[config.mk]
export PLATFORM = sky130hd
export DESIGN_NAME = mem_port_arbiter
export DESIGN_NICKNAME = d
export VERILOG_FILES = /design/src/rtl/memarb_pkg.sv /design/src/rtl/memarb_pick.sv /design/src/rtl/mem_port_arbiter.sv
export SDC_FILE = /design/constraint.sdc
export NUM_CORES = 1
export LEC_CHECK = 0
export CAP_MARGIN = 20
export CELL_PAD_IN_SITES_DETAIL_PLACEMENT = 0
export CELL_PAD_IN_SITES_GLOBAL_PLACEMENT = 2
export CORE_MARGIN = 3
export CORE_UTILIZATION = 19
export CTS_CLUSTER_SIZE = 10
export DETAILED_ROUTE_END_ITERATION = 10
export PLACE_DENSITY = 0.94
export SYNTH_ARGS = -nofsm -noshare
export SYNTH_HDL_FRONTEND = slang
export SYNTH_SLANG_ARGS = --single-unit
[constraint.sdc]
create_clock -name clk -period 5.82 [get_ports clk]
set_input_delay 1.164 -clock clk [delete_from_list [all_inputs] [get_ports clk]]
set_output_delay 1.164 -clock clk [all_outputs]
set_load 0.01 [all_outputs]
[src/rtl/memarb_pkg.sv]
// memarb_pkg: shared types for the unified memory port arbiter.
//   arb_state_t : FSM encoding (IDLE / GRANT / WAIT / RESP)
//   req_id_t    : requester ids (REQ_IF = 0, REQ_DM = 1)
//   cnt_w()     : latency down-counter width for a given MEM_LAT
package memarb_pkg;

  typedef enum logic [1:0] {
    ST_IDLE  = 2'd0,
    ST_GRANT = 2'd1,
    ST_WAIT  = 2'd2,
    ST_RESP  = 2'd3
  } arb_state_t;

  typedef enum logic {
    REQ_IF = 1'b0,
    REQ_DM = 1'b1
  } req_id_t;

  localparam int MEM_LAT_MAX = 15;

  // Counter holds MEM_LAT-1 at most; keep at least one bit so MEM_LAT=1 still elaborates.
  function automatic int cnt_w(input int lat);
    return (lat < 2) ? 1 : $clog2(lat);
  endfunction

endpackage

[src/rtl/memarb_pick.sv]
// memarb_pick: combinational winner selector.
//   if_req, dm_req : live requests
//   last           : requester granted most recently (round-robin build only)
//   win            : selected requester id (only meaningful when a request is up)
// MEMARB_RR_EN defined   -> conflicts go to whoever was not granted last.
// MEMARB_RR_EN undefined -> DM always wins a conflict.
module memarb_pick
  import memarb_pkg::*;
(
  input  logic    if_req,
  input  logic    dm_req,
  input  req_id_t last,
  output req_id_t win
);

`ifdef MEMARB_RR_EN
  always_comb begin
    win = dm_req ? REQ_DM : REQ_IF;
    if (if_req && dm_req) win = (last == REQ_DM) ? REQ_IF : REQ_DM;
  end
`else
  // Fixed priority needs neither the IF request nor the history.
  logic [1:0] unused_in;
  assign unused_in = {if_req, last};
  assign win       = dm_req ? REQ_DM : REQ_IF;
`endif

endmodule

[src/rtl/mem_port_arbiter.sv]
// mem_port_arbiter: shares one fixed-latency memory port between fetch (IF)
// and data (DM). One transaction in flight; requests sampled in IDLE or RESP.
// Ports:
//   clk, reset                       clock, async active-high reset
//   if_req/if_addr -> if_gnt/if_rvalid/if_rdata      fetch side
//   dm_req/dm_we/dm_addr/dm_wdata/dm_be -> dm_gnt/dm_rvalid/dm_rdata   data side
//   mem_en/mem_we/mem_addr/mem_wdata/mem_be, mem_rdata   memory macro side
//   busy                             high whenever the FSM is not IDLE
// Build option: MEMARB_RR_EN selects round-robin instead of DM-first priority.
module mem_port_arbiter
  import memarb_pkg::*;
#(
  parameter int ADDR_W  = 32,
  parameter int DATA_W  = 32,
  parameter int MEM_LAT = 2
) (
  input  logic                clk,
  input  logic                reset,
  input  logic                if_req,
  input  logic [ADDR_W-1:0]   if_addr,
  output logic                if_gnt,
  output logic                if_rvalid,
  output logic [DATA_W-1:0]   if_rdata,
  input  logic                dm_req,
  input  logic                dm_we,
  input  logic [ADDR_W-1:0]   dm_addr,
  input  logic [DATA_W-1:0]   dm_wdata,
  input  logic [DATA_W/8-1:0] dm_be,
  output logic                dm_gnt,
  output logic                dm_rvalid,
  output logic [DATA_W-1:0]   dm_rdata,
  output logic                mem_en,
  output logic                mem_we,
  output logic [ADDR_W-1:0]   mem_addr,
  output logic [DATA_W-1:0]   mem_wdata,
  output logic [DATA_W/8-1:0] mem_be,
  input  logic [DATA_W-1:0]   mem_rdata,
  output logic                busy
);

  localparam int BE_W = DATA_W / 8;
  localparam int CW   = cnt_w(MEM_LAT);

  typedef struct packed {
    logic              we;
    logic [ADDR_W-1:0] addr;
    logic [DATA_W-1:0] wdata;
    logic [BE_W-1:0]   be;
  } acc_t;

  arb_state_t    state, state_n;
  logic [CW-1:0] cnt, cnt_n;
  req_id_t       win, win_n, pick_id, last;
  acc_t          acc, acc_n;

  memarb_pick u_pick (
    .if_req (if_req),
    .dm_req (dm_req),
    .last   (last),
    .win    (pick_id)
  );

`ifdef MEMARB_RR_EN
  always_ff @(posedge clk or posedge reset) begin
    if (reset)                  last <= REQ_IF;
    else if (state_n == ST_GRANT) last <= win_n;
  end
`else
  assign last = REQ_IF;
`endif

  always_comb begin
    state_n = state;
    cnt_n   = cnt;
    win_n   = win;
    acc_n   = acc;
    unique case (state)
      // RESP doubles as a sample slot so a held request goes straight back to GRANT.
      ST_IDLE, ST_RESP: begin
        state_n = ST_IDLE;
        if (if_req || dm_req) begin
          state_n = ST_GRANT;
          win_n   = pick_id;
          if (pick_id == REQ_DM)
            acc_n = '{we: dm_we, addr: dm_addr, wdata: dm_wdata, be: dm_be};
          else
            acc_n = '{we: 1'b0, addr: if_addr, wdata: '0, be: '1};
        end
      end
      ST_GRANT: begin
        cnt_n   = CW'(MEM_LAT - 1);
        state_n = (MEM_LAT == 1) ? ST_RESP : ST_WAIT;
      end
      ST_WAIT: begin
        if (cnt <= CW'(1)) state_n = ST_RESP;
        else               cnt_n   = cnt - CW'(1);
      end
      default: state_n = ST_IDLE;
    endcase
  end

  // Handshake outputs are decoded from the next state so they are flops, not gates.
  always_ff @(posedge clk or posedge reset) begin
    if (reset) begin
      state     <= ST_IDLE;
      cnt       <= '0;
      win       <= REQ_IF;
      acc       <= '0;
      if_gnt    <= 1'b0;
      dm_gnt    <= 1'b0;
      if_rvalid <= 1'b0;
      dm_rvalid <= 1'b0;
      mem_en    <= 1'b0;
      busy      <= 1'b0;
    end else begin
      state     <= state_n;
      cnt       <= cnt_n;
      win       <= win_n;
      acc       <= acc_n;
      if_gnt    <= (state_n == ST_GRANT) && (win_n == REQ_IF);
      dm_gnt    <= (state_n == ST_GRANT) && (win_n == REQ_DM);
      if_rvalid <= (state_n == ST_RESP)  && (win_n == REQ_IF);
      dm_rvalid <= (state_n == ST_RESP)  && (win_n == REQ_DM);
      mem_en    <= (state_n == ST_GRANT);
      busy      <= (state_n != ST_IDLE);
    end
  end

  assign mem_we    = acc.we;
  assign mem_addr  = acc.addr;
  assign mem_wdata = acc.wdata;
  assign mem_be    = acc.be;

  // acc still describes the finishing transaction during RESP, so a write reports zero data.
  assign if_rdata = if_rvalid ? mem_rdata : '0;
  assign dm_rdata = (dm_rvalid && !acc.we) ? mem_rdata : '0;

endmodule

==> results of run 1 <==
cells by family (layout without fill, tap and decap cells):
logic type      after synthesis  count (layout)  share of synthesized area
buf+inv                      34             303                     0.0437
simple gates                115             115                      0.178
flops                        78              78                      0.554
fa+ha+maj                     2               2                    0.00711
compound gates               95              95                      0.217
state kept, by name, indices dropped and copies added, names as in the netlist:
register / count
mem_addr: 32
mem_wdata: 32
mem_be: 4
state: 2
busy: 1
dm_gnt: 1
dm_rvalid: 1
if_gnt: 1
if_rvalid: 1
mem_en: 1
mem_we: 1
win: 1
critical path: stages:
cell	delay, ns
clkdlybuf4s50_1	0.51
and2_1	0.14
clkdlybuf4s50_1	0.56
cell usage after synthesis:
master	number
a21oi_1	1
a22o_1	33
and2_1	65
buf_1	2
buf_2	15
buf_6	1
clkbuf_1	9
dfrtp_1	78
ha_1	2
inv_1	4
inv_2	3
nand2_2	2
nand2_4	1
nand2b_1	1
nor2_1	39
nor2b_1	2
nor3_1	2
nor3b_1	1
o21a_1	1
o22a_1	4
o22ai_1	25
o32ai_1	31
or2_1	2
where the power goes:
group | internal, µW | total [µW] | switching [µW]
sequential | 802 | 998 | 196
clock | 293 | 533 | 240
combinational | 957 | 1780 | 827
total | 2050 | 3310 | 1260
final timing paths:
kind	endpoint	slack [ns]	startpoint	cells after the start
hold reg to reg	win	0.51	win	2
setup reg to reg	if_rvalid	3.16	state[1]	6
setup / recovery	if_rdata[17]	2.27	mem_rdata[17]	3
hold / removal	win	0.51	win	2
max in group asynchronous	mem_wdata[23]	3.64	reset	3
min in group asynchronous	mem_wdata[3]	1.19	reset	2
per-stage QoR:
step / setup slack (ns) / area, µm² / power, µW / hold WS [ns]
floorplan: 2.66 / 3520 / 1860 / 0.448
global placement: 1.61 / 6460 / 2760 / 0.481
detailed placement: 1.47 / 6460 / 2800 / 0.486
CTS: 1.84 / 6750 / 3360 / 0.506
global route: 2.24 / 6770 / 3540 / 0.518
finish: 2.27 / 6770 / 3310 / 0.505
area by class of cell:
type,instances,area (µm²),area share
sequential,78,1950,0.288
tap,229,287,0.0423
timing repair buffer,280,2810,0.415
multi-input combinational,212,1420,0.209
inverter,7,27.5,0.00406
clock buffer,9,225,0.0332
clock inverter,7,57.6,0.00850
routing by layer:
metal | wire length, µm | share of wire | GRT usage | vias to the layer above
met1 | 5390 | 0.40 | 0.151 | 1739
met2 | 6690 | 0.49 | 0.225 | 228
met3 | 1280 | 0.094 | 0.0349 | 15
met4 | 214 | 0.016 | 0.0470 | 0
li1 | - | - | - | 1705
met5 | 0 | 0 | 0 | -
==> results.md, run 1 <==
* Status: finished clean
* Endpoints failing setup at 0
* GRT Overall Usage at 0.129
* Slew Limit Headroom at 0.493
* Period utilization at 0.609
* CTS buffer count at 9
* Setup TNS at 0 ns
* Leak at 0.00268 µW
* Yosys warns at 0
* Gpl congestion at 0.791
* Final hold vios at 0
* Synth area leaders: dfrtp_1 55%, and2_1 12%, a22o_1 8.2%, o32ai_1 7.7%, o22ai_1 4.4%
* Antenna Cells at 0
* Min-Delay Path Class: register to register
* Starting density of the core at 0.195
* Clk slew on worst S/H paths at 0.06 ns
* RSZ-0062 raised after global routing: false
* DR WL/cell at 16.5 µm
* Clk root buf: clkbuf_16
* Dominant cell type by area after synthesis: dfrtp_1
* Core Util, Final at 0.375
* I/O pins at 276
* Row cnt at 49
* I/O Buffers at 275
* Global-route wire length before repair at 20400 µm
* # hold bufs at CTS at 0
* TritonCTS clock tree: yes
* Final ANT Viol Nets at 0
* CP max FO at 2
* Sequential share of the synthesized area at 0.554
* Die area at 20200 µm²
* Placed cell count at 805
* WL final at 13600 µm
* Via density at 4.49
* Worst-skew pair later-pin latency at 0.34 ns
* Syn nets at 463
* Non-filler cells, final at 822
* Least-Margin Pin Slew at 0.760 ns
* Highest-count cells in the layout ignoring fill and taps: 275 x clkdlybuf4s50_1, 78 x dfrtp_1, 65 x and2_1
* GRT overflow at 0
* Peak VDD IR at 0.229 mV
* CP Class: input port to primary output
* Fin crit period at 3.55 ns
* PwrDens at 489 nW/µm²
* Fill cell count at 1742
* Area Growth Syn to Fin at 92.4%
* Final net count at 727
* Max H-tree Level at 3
* Final Skew at 0.00874 ns
* Top-area cell type share of the netlist area at 0.554
* Die width at 142 µm
* Commonest non-fill, non-tap cell in the layout: clkdlybuf4s50_1
* Fmax at 282 MHz
* Post-DP HPWL at 10500 µm
* Vias in the first global route at 3795
* Post-CTS Setup Bufs at 0
* Synth Area per Inst at 10.9 µm²
* Clock tree buffer depth at 2
* Yosys reg bits at 78
* Crit path capture type: primary output
* Drt pass-1 iters at 4
* Worst setup SP type: input port
* Core box area at 18100 µm²
* Clock Sinks at 78
* WP data arrival at 2.38 ns
* Netlist cell types at 23
* Max-cap violations at 0
* Antenna violations before repair at 0
* Largest net degree at the start of global routing at 48
* Synthesized cell area at 3520 µm²
* Die height at 142 µm
* Share of layout cells above drive strength 1 at 0.0472
* Worst EP required at 4.66 ns
* Vias at 3687
* Final slew viol count at 0
* DRC viols at 0
* Initial DRC count at 174
* Cells after Synth at 324
* Post-CTS sizing at 0
Power figures use the tool's default switching activity.
==> run 2, diff against run 1 <==
--- a/config.mk
+++ b/config.mk
@@ -9,10 +9,10 @@
 export CELL_PAD_IN_SITES_DETAIL_PLACEMENT = 0
 export CELL_PAD_IN_SITES_GLOBAL_PLACEMENT = 2
 export CORE_MARGIN = 3
-export CORE_UTILIZATION = 19
+export CORE_UTILIZATION = 16
 export CTS_CLUSTER_SIZE = 10
 export DETAILED_ROUTE_END_ITERATION = 10
-export PLACE_DENSITY = 0.94
+export PLACE_DENSITY = 0.85
 export SYNTH_ARGS = -nofsm -noshare
 export SYNTH_HDL_FRONTEND = slang
 export SYNTH_SLANG_ARGS = --single-unit
==> constraint.sdc (replaced) <==
create_clock -name clk -period 2.9 [get_ports clk]
set_input_delay 0.58 -clock clk [delete_from_list [all_inputs] [get_ports clk]]
set_output_delay 0.58 -clock clk [all_outputs]
set_load 0.01 [all_outputs]
==> run 2 against run 1 <==
  * Cell count is 6.2% higher
  * Die area increased by 18%
  * First-iteration DRC count decreased by 12%
  * Via count fell by 1.5%
  * Clock skew decreased by 0.0042 ns
  * Cell area grew 2.5%
  * Global-route usage fell by 1.2 points
  * Hold slack got worse by 0.018 ns
  * Register-to-register slack worse by 2.3 ns
  * Core utilization fell by 4.9 points
  * Clock power rose to 2.6 times the previous value
  * Combinational power up 110%
==> results.md, run 2 (synthesis gave the netlist of run 1 again) <==
* Switching power at 2540 µW
* DRC viols at 0
* Final slew viol count at 0
* Final ANT Viol Nets at 0
* Gpl congestion at 0.742
* Antenna Cells at 0
* Area occupied by multi-input gates at 1420 µm²
* PwrDens at 1020 nW/µm²
* Switching share of power at 0.360
* Period utilization at 0.838
* Peak VDD IR at 0.370 mV
* Kind of cell adding the most delay to the critical path: buffers and inverters
* Clk slew on worst S/H paths at 0.06 ns
* RSZ-0062 raised after global routing: false
* Post-CTS sizing at 0
* GRT overflow at 0
* Final net count at 733
* DR WL/cell at 16.6 µm
* Fmax at 412 MHz
* Clock Sinks at 78
* Critical path cell sequence: nor2b_1, buf_4, and2_1, clkdlybuf4s50_1
* Initial DRC count at 153
* Setup TNS at 0 ns
* Fin crit period at 2.43 ns
* Core box area at 21400 µm²
* I/O pins at 276
* WL final at 14500 µm
* Fill cell count at 2162
* Die area at 23800 µm²
* Drt pass-1 iters at 4
* Antenna violations before repair at 1
* Worst Hold End: win
* Min-Delay Path Class: register to register
* Reg2reg start: state[1]
* Register area at 1950 µm²
* Clk pwr share at 0.197
* Reg2reg path depth at 6
* Placed cell count at 858
* Non-filler cells, final at 873
* Commonest non-fill, non-tap cell in the layout: clkdlybuf4s50_1
* Clk root buf: clkbuf_16
* Least-Margin Pin Slew at 0.776 ns
* Area Growth Syn to Fin at 97.3%
* Vias at 3630
* Crit path buffers/inverters at 2
* Highest-count cells in the layout ignoring fill and taps: 275 x clkdlybuf4s50_1, 78 x dfrtp_1, 65 x and2_1
* Hold_sp: win
* Cell internal pwr at 4520 µW
* Critical R2R Capture: mem_addr[29]
* I/O Buffers at 275
* R2r setup slk at 0.90 ns
* Final hold vios at 0
* Worst EP required at 2.32 ns
* GRT Overall Usage at 0.117
* Final Skew at 0.00451 ns
* Die height at 154 µm
* Row cnt at 53
* CP Class: register to primary output
* Starting density of the core at 0.165
* Vias in the first global route at 3712
* TritonCTS clock tree: yes
* WP data arrival at 1.85 ns
* Share of layout cells above drive strength 1 at 0.0552
* Hold Path Cell Cnt at 2
* Crit path max-delay cell type: clkdlybuf4s50_1
* Die width at 154 µm
* Leak at 0.00274 µW
* Worst-skew pair later-pin latency at 0.33 ns
* Post-DP HPWL at 10700 µm
* Post-CTS Setup Bufs at 0
* Status: finished clean
* # hold bufs at CTS at 0
* CTS buffer count at 9
* Largest net degree at the start of global routing at 41
* CP max FO at 32
* Worst setup SP type: register
* Endpoints failing setup at 0
* Global-route wire length before repair at 22000 µm
* Slew Limit Headroom at 0.483
* CP max stage delay at 0.54 ns
* Max-cap violations at 0
* Crit path capture type: primary output
* Max H-tree Level at 3
* Via density at 4.16
* Combinational power share at 0.532
* Sequential group share of total power at 0.271
* Clock tree buffer depth at 2
run 2: worst max path at each step:
stage                       startpoint           end  slack, ns  depth (start not counted)
after floorplan                  reset          busy       0.32                          1
after global placement    mem_rdata[0]   if_rdata[0]       0.52                          3
after detailed placement  mem_rdata[0]   if_rdata[0]       0.52                          3
after CTS                       mem_we  dm_rdata[13]       0.40                          4
after global routing            mem_we   dm_rdata[9]       0.30                          4
final                           mem_we  dm_rdata[13]       0.47                          4
run 2: per-stage QoR:
| stage | setup slack, ns | instance area (µm²) | utilization | hold WS, ns | total power (µW) |
|---|---|---|---|---|---|
| after detailed placement | 0.521 | 6590 | 0.308 | 0.478 | 5760 |
| after global routing | 0.303 | 6950 | 0.325 | 0.518 | 7580 |
| after global placement | 0.525 | 6590 | 0.308 | 0.474 | 5750 |
| after CTS | 0.404 | 6950 | 0.325 | 0.492 | 7210 |
| final | 0.471 | 6950 | 0.325 | 0.487 | 7070 |
| after floorplan | 0.325 | 3520 | - | 0.448 | 3740 |
run 2: layer usage:
| layer | part of all wire | vias to the layer above | track usage | routed length, µm |
|---|---|---|---|---|
| li1 | - | 1716 | - | - |
| met1 | 0.40 | 1710 | 0.139 | 5860 |
| met2 | 0.49 | 182 | 0.197 | 7040 |
| met3 | 0.088 | 20 | 0.0420 | 1270 |
| met4 | 0.019 | 2 | 0.0349 | 278 |
| met5 | 0.00090 | - | 0 | 13 |
run 2: final cells by class:
class / count / share of cell area
timing repair buffer: 286 / 0.410
sequential: 78 / 0.281
multi-input combinational: 212 / 0.204
tap: 275 / 0.0495
clock buffer: 9 / 0.0324
clock inverter: 6 / 0.0195
inverter: 7 / 0.00396
run 2: worst min-delay path, delay by kind of cell, from the launching register on:
kind	cells	cell delay (ns)
buffers and inverters	1	0.06
DFF	1	0.32
AOI/OAI and AO/OA	1	0.08
run 2: power groups by stage:
stage	Combinational (µW)	Sequential [µW]	Clock, µW
after floorplan	1610	2130	0
after global placement	3830	1920	0
after detailed placement	3840	1920	0
after CTS	3840	1920	1450
final	3760	1920	1390
after global routing	4100	1980	1490
==> run 3, diff against run 2 <==
--- a/config.mk
+++ b/config.mk
@@ -9,10 +9,10 @@
 export CELL_PAD_IN_SITES_DETAIL_PLACEMENT = 0
 export CELL_PAD_IN_SITES_GLOBAL_PLACEMENT = 2
 export CORE_MARGIN = 3
-export CORE_UTILIZATION = 16
+export CORE_UTILIZATION = 18
 export CTS_CLUSTER_SIZE = 10
 export DETAILED_ROUTE_END_ITERATION = 10
-export PLACE_DENSITY = 0.85
+export PLACE_DENSITY = 0.9
 export SYNTH_ARGS = -nofsm -noshare
 export SYNTH_HDL_FRONTEND = slang
 export SYNTH_SLANG_ARGS = --single-unit
==> constraint.sdc (replaced) <==
create_clock -name clk -period 2.3 [get_ports clk]
set_input_delay 0.46 -clock clk [delete_from_list [all_inputs] [get_ports clk]]
set_output_delay 0.46 -clock clk [all_outputs]
set_load 0.01 [all_outputs]
==> run 3 against run 2 <==
  * Cell count down 1.4%
  * Core utilization up 4.0 points
  * Clock power down 4%
  * Register-to-register slack worse by 0.40 ns
  * Non-clock buffer count up 2
  * Via count up 2.6%
  * Highest routed layer unchanged
  * Cell area down 0.29%
  * Count of clock-buffer cells in the layout up 1
  * Clock skew down 0.0021 ns
  * Critical endpoint is now dm_rdata[27]
  * Hold slack better by 0.0011 ns
==> results.md, run 3 (synthesis gave the netlist of run 1 again) <==
* Placed cell count at 843
* Status: finished clean
* Global-route wire length before repair at 22400 µm
* Worst EP required at 1.84 ns
* Endpoints failing setup at 0
* Clock Sinks at 78
* I/O pins at 276
* Via density at 4.33
* Clk slew on worst S/H paths at 0.06 ns
* WL final at 14800 µm
* Antenna violations before repair at 1
* Max-cap violations at 0
* Die width at 146 µm
* GRT Overall Usage at 0.132
* Cell internal pwr at 5410 µW
* Critical path cell sequence: nor2b_4, clkbuf_16, and2_1, clkdlybuf4s50_1
* DRC viols at 0
* Sequential group share of total power at 0.282
* CP max stage delay at 0.53 ns
* Final slew viol count at 0
* # hold bufs at CTS at 0
* Core box area at 19000 µm²
* Row cnt at 50
* Gpl congestion at 0.829
* Final hold vios at 0
* Least-Margin Pin Slew at 0.626 ns
* Slew Limit Headroom at 0.582
* Antenna Cells at 0
* TritonCTS clock tree: yes
* Final Cell Area at 6930 µm²
* CP Class: register to primary output
* Vias at 3726
* Fmax at 447 MHz
* Share of layout cells above drive strength 1 at 0.0616
* Post-DP HPWL at 11000 µm
* Die area at 21300 µm²
* Max H-tree Level at 3
* Kind of cell adding the most delay to the critical path: buffers and inverters
* Clk pwr share at 0.155
* Crit path buffers/inverters at 2
* Final Skew at 0.00246 ns
* PwrDens at 1250 nW/µm²
* Setup TNS at 0 ns
* CP max FO at 16
* Switching share of power at 0.375
* Placed instance area at 6610 µm²
* Initial DRC count at 143
* Non-filler cells, final at 861
* I/O Buffers at 275
* Leak at 0.00275 µW
* Vias in the first global route at 4005
* Switching power at 3240 µW
* Clock tree buffer depth at 2
* CTS buffer count at 9
* Commonest non-fill, non-tap cell in the layout: clkdlybuf4s50_1
* Fin crit period at 2.24 ns
* Largest net degree at the start of global routing at 79
* Crit path capture type: primary output
* Starting density of the core at 0.186
* GRT overflow at 0
* Highest-count cells in the layout ignoring fill and taps: 274 x clkdlybuf4s50_1, 78 x dfrtp_1, 65 x and2_1
* Period utilization at 0.973
* Crit path max-delay cell type: clkdlybuf4s50_1
* Peak VDD IR at 0.713 mV
* Area Growth Syn to Fin at 96.7%
* Combinational power share at 0.563
* Final net count at 735
* WP data arrival at 1.78 ns
* Worst-skew pair later-pin latency at 0.34 ns
* Final ANT Viol Nets at 0
* Min-Delay Path Class: register to register
* Drt pass-1 iters at 4
* Die height at 146 µm
* Clk root buf: clkbuf_16
* RSZ-0062 raised after global routing: false
* Core Util, Final at 0.365
* DR WL/cell at 17.2 µm
* Worst setup SP type: register
run 3: cell count changes in the layout (fill, tap and decap cells not counted), moves of 2 or more:
cell        change
buf_12          +3
buf_4           -2
bufinv_16       -4
clkinv_2        +2
clkinvlp_4      +2
run 3: metal layers:
layer	share of wire	vias up	wire length [µm]	global-route usage
met3	0.080	18	1190	0.0396
met2	0.52	206	7670	0.242
met4	0.017	2	252	0.0503
li1	-	1722	-	-
met5	0.00088	-	13	0
met1	0.38	1778	5660	0.143
run 3: worst paths after layout:
path                            from            end  slack, ns  cells after the start
max                           mem_we   dm_rdata[27]       0.06                      4
min                        mem_be[0]      mem_be[0]       0.49                      1
max reg2reg                 state[1]      if_rvalid       0.50                      5
min reg2reg                mem_be[0]      mem_be[0]       0.49                      1
max in group asynchronous      reset      mem_be[0]       1.36                      3
min in group asynchronous      reset  mem_wdata[15]       0.60                      3
run 3: final cells by class:
class	instances	area [µm²]
flip-flops and latches	78	1950
clock buffers	10	239
inverters	7	30.0
fillers	1900	12000
multi-input cells	212	1420
clock inverters	6	37.5
repair buffers	288	2920
well taps	260	325
run 3: per-stage QoR:
stage          total power, µW  hold slack (ns)  worst slack [ns]
6_report                  8660            0.488            0.0611
3_3_place_gp              7220            0.480            0.0824
3_5_place_dp              7330            0.480            0.0939
5_1_grt                   9240            0.516           0.00849
2_1_floorplan             4720            0.448             0.820
4_1_cts                   8730            0.494            0.0428
run 3: power by group through the flow:
| stage | clock [µW] | combinational, µW | sequential (µW) |
|---|---|---|---|
| 2_1_floorplan | 0 | 2040 | 2680 |
| 3_3_place_gp | 0 | 4780 | 2430 |
| 3_5_place_dp | 0 | 4890 | 2440 |
| 4_1_cts | 1400 | 4890 | 2440 |
| 5_1_grt | 1450 | 5270 | 2510 |
| 6_report | 1340 | 4880 | 2440 |
run 3: timing repair:
item / CTS / global route
cloned: 0 / 1
buffers inserted: 0 / 1
endpoints found under the setup margin: 8 / 3
resized for setup: 1 / 2
pin swaps: 0 / 0
